<file path="src/rtl/fractal_pkg.sv">
// rtl/fractal_pkg.sv - shared types and constants for the fractal scan controller
//
// Purpose: coordinate and iteration-count types, scan FSM state encoding, and
//          the saturated iteration value written for pixels that never return.
// Ports:   none (package)

package fractal_pkg;

  localparam int COORD_W = 16;
  localparam int ITER_W  = 8;

  // Signed Q4.12 complex-plane coordinate component.
  typedef logic signed [COORD_W-1:0] coord_t;
  typedef logic [ITER_W-1:0]         iter_t;

  // Count reported for a pixel treated as inside the set.
  localparam iter_t ITER_MAX = '1;

  typedef enum logic [2:0] {
    ST_IDLE,
    ST_ISSUE,
    ST_WAIT,
    ST_WRITE,
    ST_DONE
  } scan_state_e;

endpackage

</file>
<file path="src/rtl/fractal_coord_acc.sv">
// rtl/fractal_coord_acc.sv - pixel position counters and coordinate accumulators
//
// Purpose: tracks col/row of the current pixel, the matching x/y coordinate and
//          the linear framebuffer address, all without multipliers.
// Ports:   clk, rst            clock and asynchronous active-high reset
//          init                load start/step values, zero counters
//          advance             step to the next pixel in raster order
//          start_x..step_y     frame origin and per-column/per-row increments
//          x, y                coordinate of the current pixel
//          addr                row*H_RES + col of the current pixel
//          last                current pixel is the final one of the frame

module fractal_coord_acc
  import fractal_pkg::*;
#(
  parameter int H_RES  = 160,
  parameter int V_RES  = 120,
  parameter int ADDR_W = 15
) (
  input  logic              clk,
  input  logic              rst,
  input  logic              init,
  input  logic              advance,
  input  coord_t            start_x,
  input  coord_t            start_y,
  input  coord_t            step_x,
  input  coord_t            step_y,
  output coord_t            x,
  output coord_t            y,
  output logic [ADDR_W-1:0] addr,
  output logic              last
);

  localparam int CW = (H_RES > 1) ? $clog2(H_RES) : 1;
  localparam int RW = (V_RES > 1) ? $clog2(V_RES) : 1;

  logic [CW-1:0]     col_q, col_d;
  logic [RW-1:0]     row_q, row_d;
  logic [ADDR_W-1:0] addr_q, addr_d;
  coord_t            x_q, x_d, y_q, y_d;
  coord_t            sx_q, sx_d, dx_q, dx_d, dy_q, dy_d;
  logic              end_of_row;

  assign end_of_row = (col_q == CW'(H_RES - 1));

  always_comb begin
    col_d  = col_q;
    row_d  = row_q;
    addr_d = addr_q;
    x_d    = x_q;
    y_d    = y_q;
    sx_d   = sx_q;
    dx_d   = dx_q;
    dy_d   = dy_q;
    if (init) begin
      col_d  = '0;
      row_d  = '0;
      addr_d = '0;
      x_d    = start_x;
      y_d    = start_y;
      sx_d   = start_x;
      dx_d   = step_x;
      dy_d   = step_y;
    end else if (advance) begin
      // Raster order makes the linear address a plain increment.
      addr_d = addr_q + 1'b1;
      if (end_of_row) begin
        col_d = '0;
        row_d = row_q + 1'b1;
        x_d   = sx_q;
        y_d   = y_q + dy_q;
      end else begin
        col_d = col_q + 1'b1;
        x_d   = x_q + dx_q;
      end
    end
  end

  always_ff @(posedge clk or posedge rst) begin
    if (rst) begin
      col_q  <= '0;
      row_q  <= '0;
      addr_q <= '0;
      x_q    <= '0;
      y_q    <= '0;
      sx_q   <= '0;
      dx_q   <= '0;
      dy_q   <= '0;
    end else begin
      col_q  <= col_d;
      row_q  <= row_d;
      addr_q <= addr_d;
      x_q    <= x_d;
      y_q    <= y_d;
      sx_q   <= sx_d;
      dx_q   <= dx_d;
      dy_q   <= dy_d;
    end
  end

  assign x    = x_q;
  assign y    = y_q;
  assign addr = addr_q;
  assign last = end_of_row && (row_q == RW'(V_RES - 1));

endmodule

</file>
<file path="src/rtl/fractal_scan_ctrl.sv">
// rtl/fractal_scan_ctrl.sv - raster scan sequencer feeding the fractal engine
//
// Purpose: walks an H_RES x V_RES grid, issues one coordinate request per pixel,
//          waits for the iteration count and writes it to the framebuffer.
//          Optional macro FRACTAL_SCAN_TIMEOUT_EN adds a WAIT timeout that
//          writes ITER_MAX after TIMEOUT cycles without a result.
// Ports:   Clk_100M, Reset                clock, asynchronous active-high reset
//          start, startX/Y, stepX/Y       frame start pulse and geometry
//          req_valid/req_ready/req_x/y    coordinate request channel
//          res_valid, res_iter            engine result (one-cycle pulse)
//          fb_we, fb_addr, fb_data        framebuffer write port
//          busy, done                     scan status, end-of-frame pulse

module fractal_scan_ctrl
  import fractal_pkg::*;
#(
  parameter int H_RES  = 160,
  parameter int V_RES  = 120,
  parameter int ADDR_W = 15
`ifdef FRACTAL_SCAN_TIMEOUT_EN
  ,
  parameter int TIMEOUT = 1023
`endif
) (
  input  logic              Clk_100M,
  input  logic              Reset,
  input  logic              start,
  input  coord_t            startX,
  input  coord_t            startY,
  input  coord_t            stepX,
  input  coord_t            stepY,
  output logic              req_valid,
  output coord_t            req_x,
  output coord_t            req_y,
  input  logic              req_ready,
  input  logic              res_valid,
  input  iter_t             res_iter,
  output logic              fb_we,
  output logic [ADDR_W-1:0] fb_addr,
  output iter_t             fb_data,
  output logic              busy,
  output logic              done
);

  scan_state_e state_q, state_d;
  logic        req_valid_q, req_valid_d;
  logic        fb_we_q, fb_we_d;
  logic        busy_q, busy_d;
  logic        done_q, done_d;
  iter_t       data_q, data_d;
  logic        acc_init, acc_advance, acc_last;

`ifdef FRACTAL_SCAN_TIMEOUT_EN
  localparam int TW = $clog2(TIMEOUT + 1);
  logic [TW-1:0] tmo_q, tmo_d;
`endif

  fractal_coord_acc #(
    .H_RES (H_RES),
    .V_RES (V_RES),
    .ADDR_W(ADDR_W)
  ) u_acc (
    .clk    (Clk_100M),
    .rst    (Reset),
    .init   (acc_init),
    .advance(acc_advance),
    .start_x(startX),
    .start_y(startY),
    .step_x (stepX),
    .step_y (stepY),
    .x      (req_x),
    .y      (req_y),
    .addr   (fb_addr),
    .last   (acc_last)
  );

  // Outputs are registered: each *_d is the value for the state being entered.
  always_comb begin
    state_d     = state_q;
    req_valid_d = 1'b0;
    fb_we_d     = 1'b0;
    done_d      = 1'b0;
    busy_d      = busy_q;
    data_d      = data_q;
    acc_init    = 1'b0;
    acc_advance = 1'b0;
`ifdef FRACTAL_SCAN_TIMEOUT_EN
    tmo_d       = '0;
`endif
    case (state_q)
      ST_IDLE: begin
        if (start) begin
          acc_init    = 1'b1;
          busy_d      = 1'b1;
          req_valid_d = 1'b1;
          state_d     = ST_ISSUE;
        end
      end
      ST_ISSUE: begin
        req_valid_d = 1'b1;
        if (req_valid_q && req_ready) begin
          req_valid_d = 1'b0;
          state_d     = ST_WAIT;
        end
      end
      ST_WAIT: begin
        if (res_valid) begin
          data_d  = res_iter;
          fb_we_d = 1'b1;
          state_d = ST_WRITE;
        end
`ifdef FRACTAL_SCAN_TIMEOUT_EN
        else if (tmo_q == TW'(TIMEOUT - 1)) begin
          data_d  = ITER_MAX;
          fb_we_d = 1'b1;
          state_d = ST_WRITE;
        end else begin
          tmo_d = tmo_q + 1'b1;
        end
`endif
      end
      ST_WRITE: begin
        acc_advance = 1'b1;
        if (acc_last) begin
          done_d  = 1'b1;
          state_d = ST_DONE;
        end else begin
          req_valid_d = 1'b1;
          state_d     = ST_ISSUE;
        end
      end
      ST_DONE: begin
        busy_d  = 1'b0;
        state_d = ST_IDLE;
      end
      default: begin
        busy_d  = 1'b0;
        state_d = ST_IDLE;
      end
    endcase
  end

  always_ff @(posedge Clk_100M or posedge Reset) begin
    if (Reset) begin
      state_q     <= ST_IDLE;
      req_valid_q <= 1'b0;
      fb_we_q     <= 1'b0;
      busy_q      <= 1'b0;
      done_q      <= 1'b0;
      data_q      <= '0;
`ifdef FRACTAL_SCAN_TIMEOUT_EN
      tmo_q       <= '0;
`endif
    end else begin
      state_q     <= state_d;
      req_valid_q <= req_valid_d;
      fb_we_q     <= fb_we_d;
      busy_q      <= busy_d;
      done_q      <= done_d;
      data_q      <= data_d;
`ifdef FRACTAL_SCAN_TIMEOUT_EN
      tmo_q       <= tmo_d;
`endif
    end
  end

  assign req_valid = req_valid_q;
  assign fb_we     = fb_we_q;
  assign fb_data   = data_q;
  assign busy      = busy_q;
  assign done      = done_q;

endmodule

</file>
<file path="config.mk">
export PLATFORM = sky130hd
export DESIGN_NAME = fractal_scan_ctrl
export DESIGN_NICKNAME = d
export VERILOG_FILES = /design/src/rtl/fractal_pkg.sv /design/src/rtl/fractal_coord_acc.sv /design/src/rtl/fractal_scan_ctrl.sv
export SDC_FILE = /design/constraint.sdc
export NUM_CORES = 1
export LEC_CHECK = 0
export BUFFER_PORTS_ARGS = -buffer_cell sky130_fd_sc_hd__buf_4
export CAP_MARGIN = 20
export CORE_MARGIN = 2
export CORE_UTILIZATION = 35
export CTS_BUF_LIST = sky130_fd_sc_hd__clkbuf_16
export CTS_CLUSTER_SIZE = 16
export DETAILED_ROUTE_END_ITERATION = 10
export SYNTH_ARGS = -nofsm -noshare
export SYNTH_HDL_FRONTEND = slang
export SYNTH_SLANG_ARGS = --single-unit
</file>
<file path="constraint.sdc">
create_clock -name Clk_100M -period 5.99 [get_ports Clk_100M]
set_clock_uncertainty 0.2 [all_clocks]
set_input_delay 1.198 -clock Clk_100M [delete_from_list [all_inputs] [get_ports Clk_100M]]
set_output_delay 1.198 -clock Clk_100M [all_outputs]
set_load 0.01 [all_outputs]
</file>
==> summary.txt <==
Floorplanning
  • Die Footprint: 20000 um^2
  • Core ar.: 18600 um^2
  • Die height: 141 um
  • Die Wd: 141 um
  • Io pins: 136
  • Core Rows: 50
  • Starting density of the core: 35.5%

CTS
  • CTS buffer count: 17
  • Clock root cell: clkbuf_16
  • CTS HTree Levels: 4
  • Cts repair resizes: 0
  • # clock sinks: 125
  • Worst-path clk slew: 60 ps
  • CTS tree: yes
  • Worst skew pair latency: 420 ps
  • Clock Tree Buf Depth: 2
  • Post-CTS setup buffers: 0
  • # hold bufs at CTS: 0

Setup path
  • Reg2Reg Setup Slack: 3000 ps
  • Crit-path leading delay family: simple AND/OR/NAND/NOR gates
  • CP Class: input port to flop
  • Crit. End Element: flop
  • Maximum fanout along the worst path: 38
  • Most used cell, CP: nand2_2
  • Critical R2R Capture: u_acc.y[12]
  • WP data required: 6080 ps
  • WP buf/inv: 1
  • R2R cell count: 9
  • Worst-path cell chain: buf_4 -> or3b_1 -> or2_2 -> nand2_2 -> nand2_2 -> a221oi_1 -> o21ai_2
  • Largest stage delay, worst path: 630 ps
  • CP Capture Point: u_acc.y[12]
  • Startpoint Class: input port
  • Slowest-stage cell, CP: or2_2
  • R2r startpoint: u_acc.y[0]
  • Worst setup startpoint: start
  • WP depth: 7
  • CP arrival: 3360 ps

Logic synthesis
  • Post-Syn Area: 6600 um^2
  • Post-synth EDFFs: 0
  • Post-Syn Area per Cell: 9.07 um^2
  • Distinct cells, synth: 59
  • Synth Instances: 727
  • Flop and latch count out of synthesis: 125
  • Async set or reset register ratio after synthesis: 100%
  • Top FF cell, synth: dfrtp_1
  • Net count after synthesis: 839
  • Seq/Total Area, Yosys: 47.4%
  • Ys Warns: 0

Detailed routing
  • WL per Instance: 15.2 um
  • DRC viols: 0
  • Met3 Wirelength: 808 um
  • Total number of vias: 5550
  • Met2 WL: 7.52 mm
  • DRT Pass-1 Iters: 5
  • Antenna viol nets, final: 0
  • WL final: 16.8 mm
  • Metal-1 WL: 8.19 mm
  • Via density per instance: 5.03
  • Drt first-iter violations: 283
  • Top layer in use: met4

Min path
  • Min-delay src: u_acc.sx_q[12]
  • Hold WC Path Type: flop to flop

GRT
  • Pin count of the biggest net entering global routing: 53
  • Total GRT Usage: 17.3%
  • First-pass GRT wire length: 27.6 mm
  • Vias in the first global route: 5550
  • Initial antenna violation count: 0
  • Total grt overflow: 0

STA
  • RSZ-0062 raised after global routing: no
  • Period utilization: 54.5%
  • Hold Fails Final Rpt: 0
  • Min Tclk post-route: 3270 ps
  • Final setup viols: 0
  • Slew Viols, Final: 0
  • Setup TNS: 0 ps
  • Worst-margin pin slew: 877 ps
  • F_max: 0.306 GHz
  • Setup ws final: 2720 ps
  • Slew headroom: 41.3%

Finish
  • Diode count: 0
  • Layout Nets: 969
  • P&R area growth vs syn: 27.8%
  • Share of layout cells above drive strength 1: 22.6%

Pwr
  • Leakage: 4.09 nW
  • Maximum vdd drop: 256 uV
  • PD cells: 582 nW/um^2
  • Pwr Total: 0.00491 W

Place
  • Routability-driven placement congestion ratio: 0.830
  • HPWL after DPL: 11.8 mm
  • Port buffer count: 135
  • Pre-CTS setup slack: 2300 ps

Outcome
  • Status: complete, no violations

Flow run
  • Max_cap viols: 0
-- tightest hold or removal path: stages (launching register included) --
cell and delay [ps]:
dfrtp_1 320, nand2_1 60, nand2_1 60
-- cells by family after synthesis --
logic type	Yosys count	share of synthesized area (%)
buffers and inverters	41	2.45
AO/OA/AOI/OAI	152	15.1
flip-flops	125	47.4
multiplexers	10	1.76
AND/OR/NAND/NOR	319	20.4
adder cells (fa/ha/maj)	35	6.87
XOR/XNOR	45	5.98
-- layout make-up --
class / count / area [um^2]
Clock buffer: 17 / 425
Clock inverter: 14 / 169
Fill cell: 1825 / 10100
Inverter: 11 / 43.8
Multi-Input combinational cell: 561 / 3310
Sequential cell: 125 / 3130
Tap cell: 234 / 293
Timing Repair Buffer: 141 / 1060
-- cell usage in the layout (no fill, tap or decap), types with 4 or more instances in the layout --
cell          n
nand4_1      11
a211oi_1      7
xnor2_1      21
mux2_2        9
o211ai_1      9
a21oi_1      41
buf_4       141
nor2_1       58
a21o_1        6
a22oi_1      10
nand2_1     198
a31oi_1      12
nor3_1        8
clkbuf_16    17
o21bai_1      5
xor2_1       24
o21ai_1      10
dfrtp_1     125
ha_1         33
nand3_1      17
o21ai_0      27
clkinvlp_4    4
inv_1        10
and3_1        4
-- state kept, by name, summed over array words and instances, names as in the netlist --
| signal | count |
|---|---|
| u_acc.dx_q | 16 |
| u_acc.dy_q | 16 |
| u_acc.sx_q | 16 |
| u_acc.x | 16 |
| u_acc.y | 16 |
| u_acc.addr | 15 |
| fb_data | 8 |
| u_acc.col_q | 8 |
| u_acc.row_q | 7 |
| state_q | 3 |
| busy | 1 |
| done | 1 |
| fb_we | 1 |
| req_valid | 1 |
-- routing by layer --
metal,vias up,global-route usage (%)
li1,2773,-
met3,17,4.59
met2,135,26.8
met1,2625,24.1
met5,-,0
met4,0,5.05
-- per-stage QoR --
stage / instances / hold WS [ps] / area, um^2 / utilization [%]
floorplan: 727 / 232 / 6600 / -
global placement: 1072 / 254 / 7840 / 42.2
detailed placement: 1072 / 259 / 7840 / 42.2
CTS: 1103 / 272 / 8430 / 45.4
global route: 1103 / 290 / 8430 / 45.4
finish: 1103 / 268 / 8430 / 45.4
-- synth_stat cells, types with 9 or more instances --
cell | n | area (um^2)
a31oi_1 | 12 | 75.1
clkbuf_1 | 19 | 71.3
o21ai_1 | 10 | 50.1
a22oi_1 | 10 | 75.1
xnor2_1 | 21 | 184
o211ai_1 | 9 | 67.6
mux2_2 | 9 | 101
ha_1 | 33 | 413
xor2_1 | 24 | 210
inv_1 | 11 | 41.3
o21ai_0 | 27 | 135
nand2_1 | 198 | 743
nand3_1 | 17 | 85.1
a21oi_1 | 41 | 205
nand4_1 | 11 | 68.8
dfrtp_1 | 125 | 3130
nor2_1 | 59 | 221
-- power by group --
group,switching (W),internal (W)
clock network,0.000399,0.000652
logic,0.00134,0.00107
registers,0.000274,0.00118
-- worst min path at each step --
stage / slack (ps) / cells past startpoint / end
3_3_place_gp: 250 / 2 / u_acc.sx_q[12]
5_1_grt: 290 / 2 / u_acc.sx_q[7]
2_1_floorplan: 230 / 2 / u_acc.sx_q[12]
4_1_cts: 270 / 2 / u_acc.sx_q[12]
6_report: 270 / 2 / u_acc.sx_q[12]
3_5_place_dp: 260 / 2 / u_acc.sx_q[12]
No activity file was read; power rests on OpenSTA's default activity.
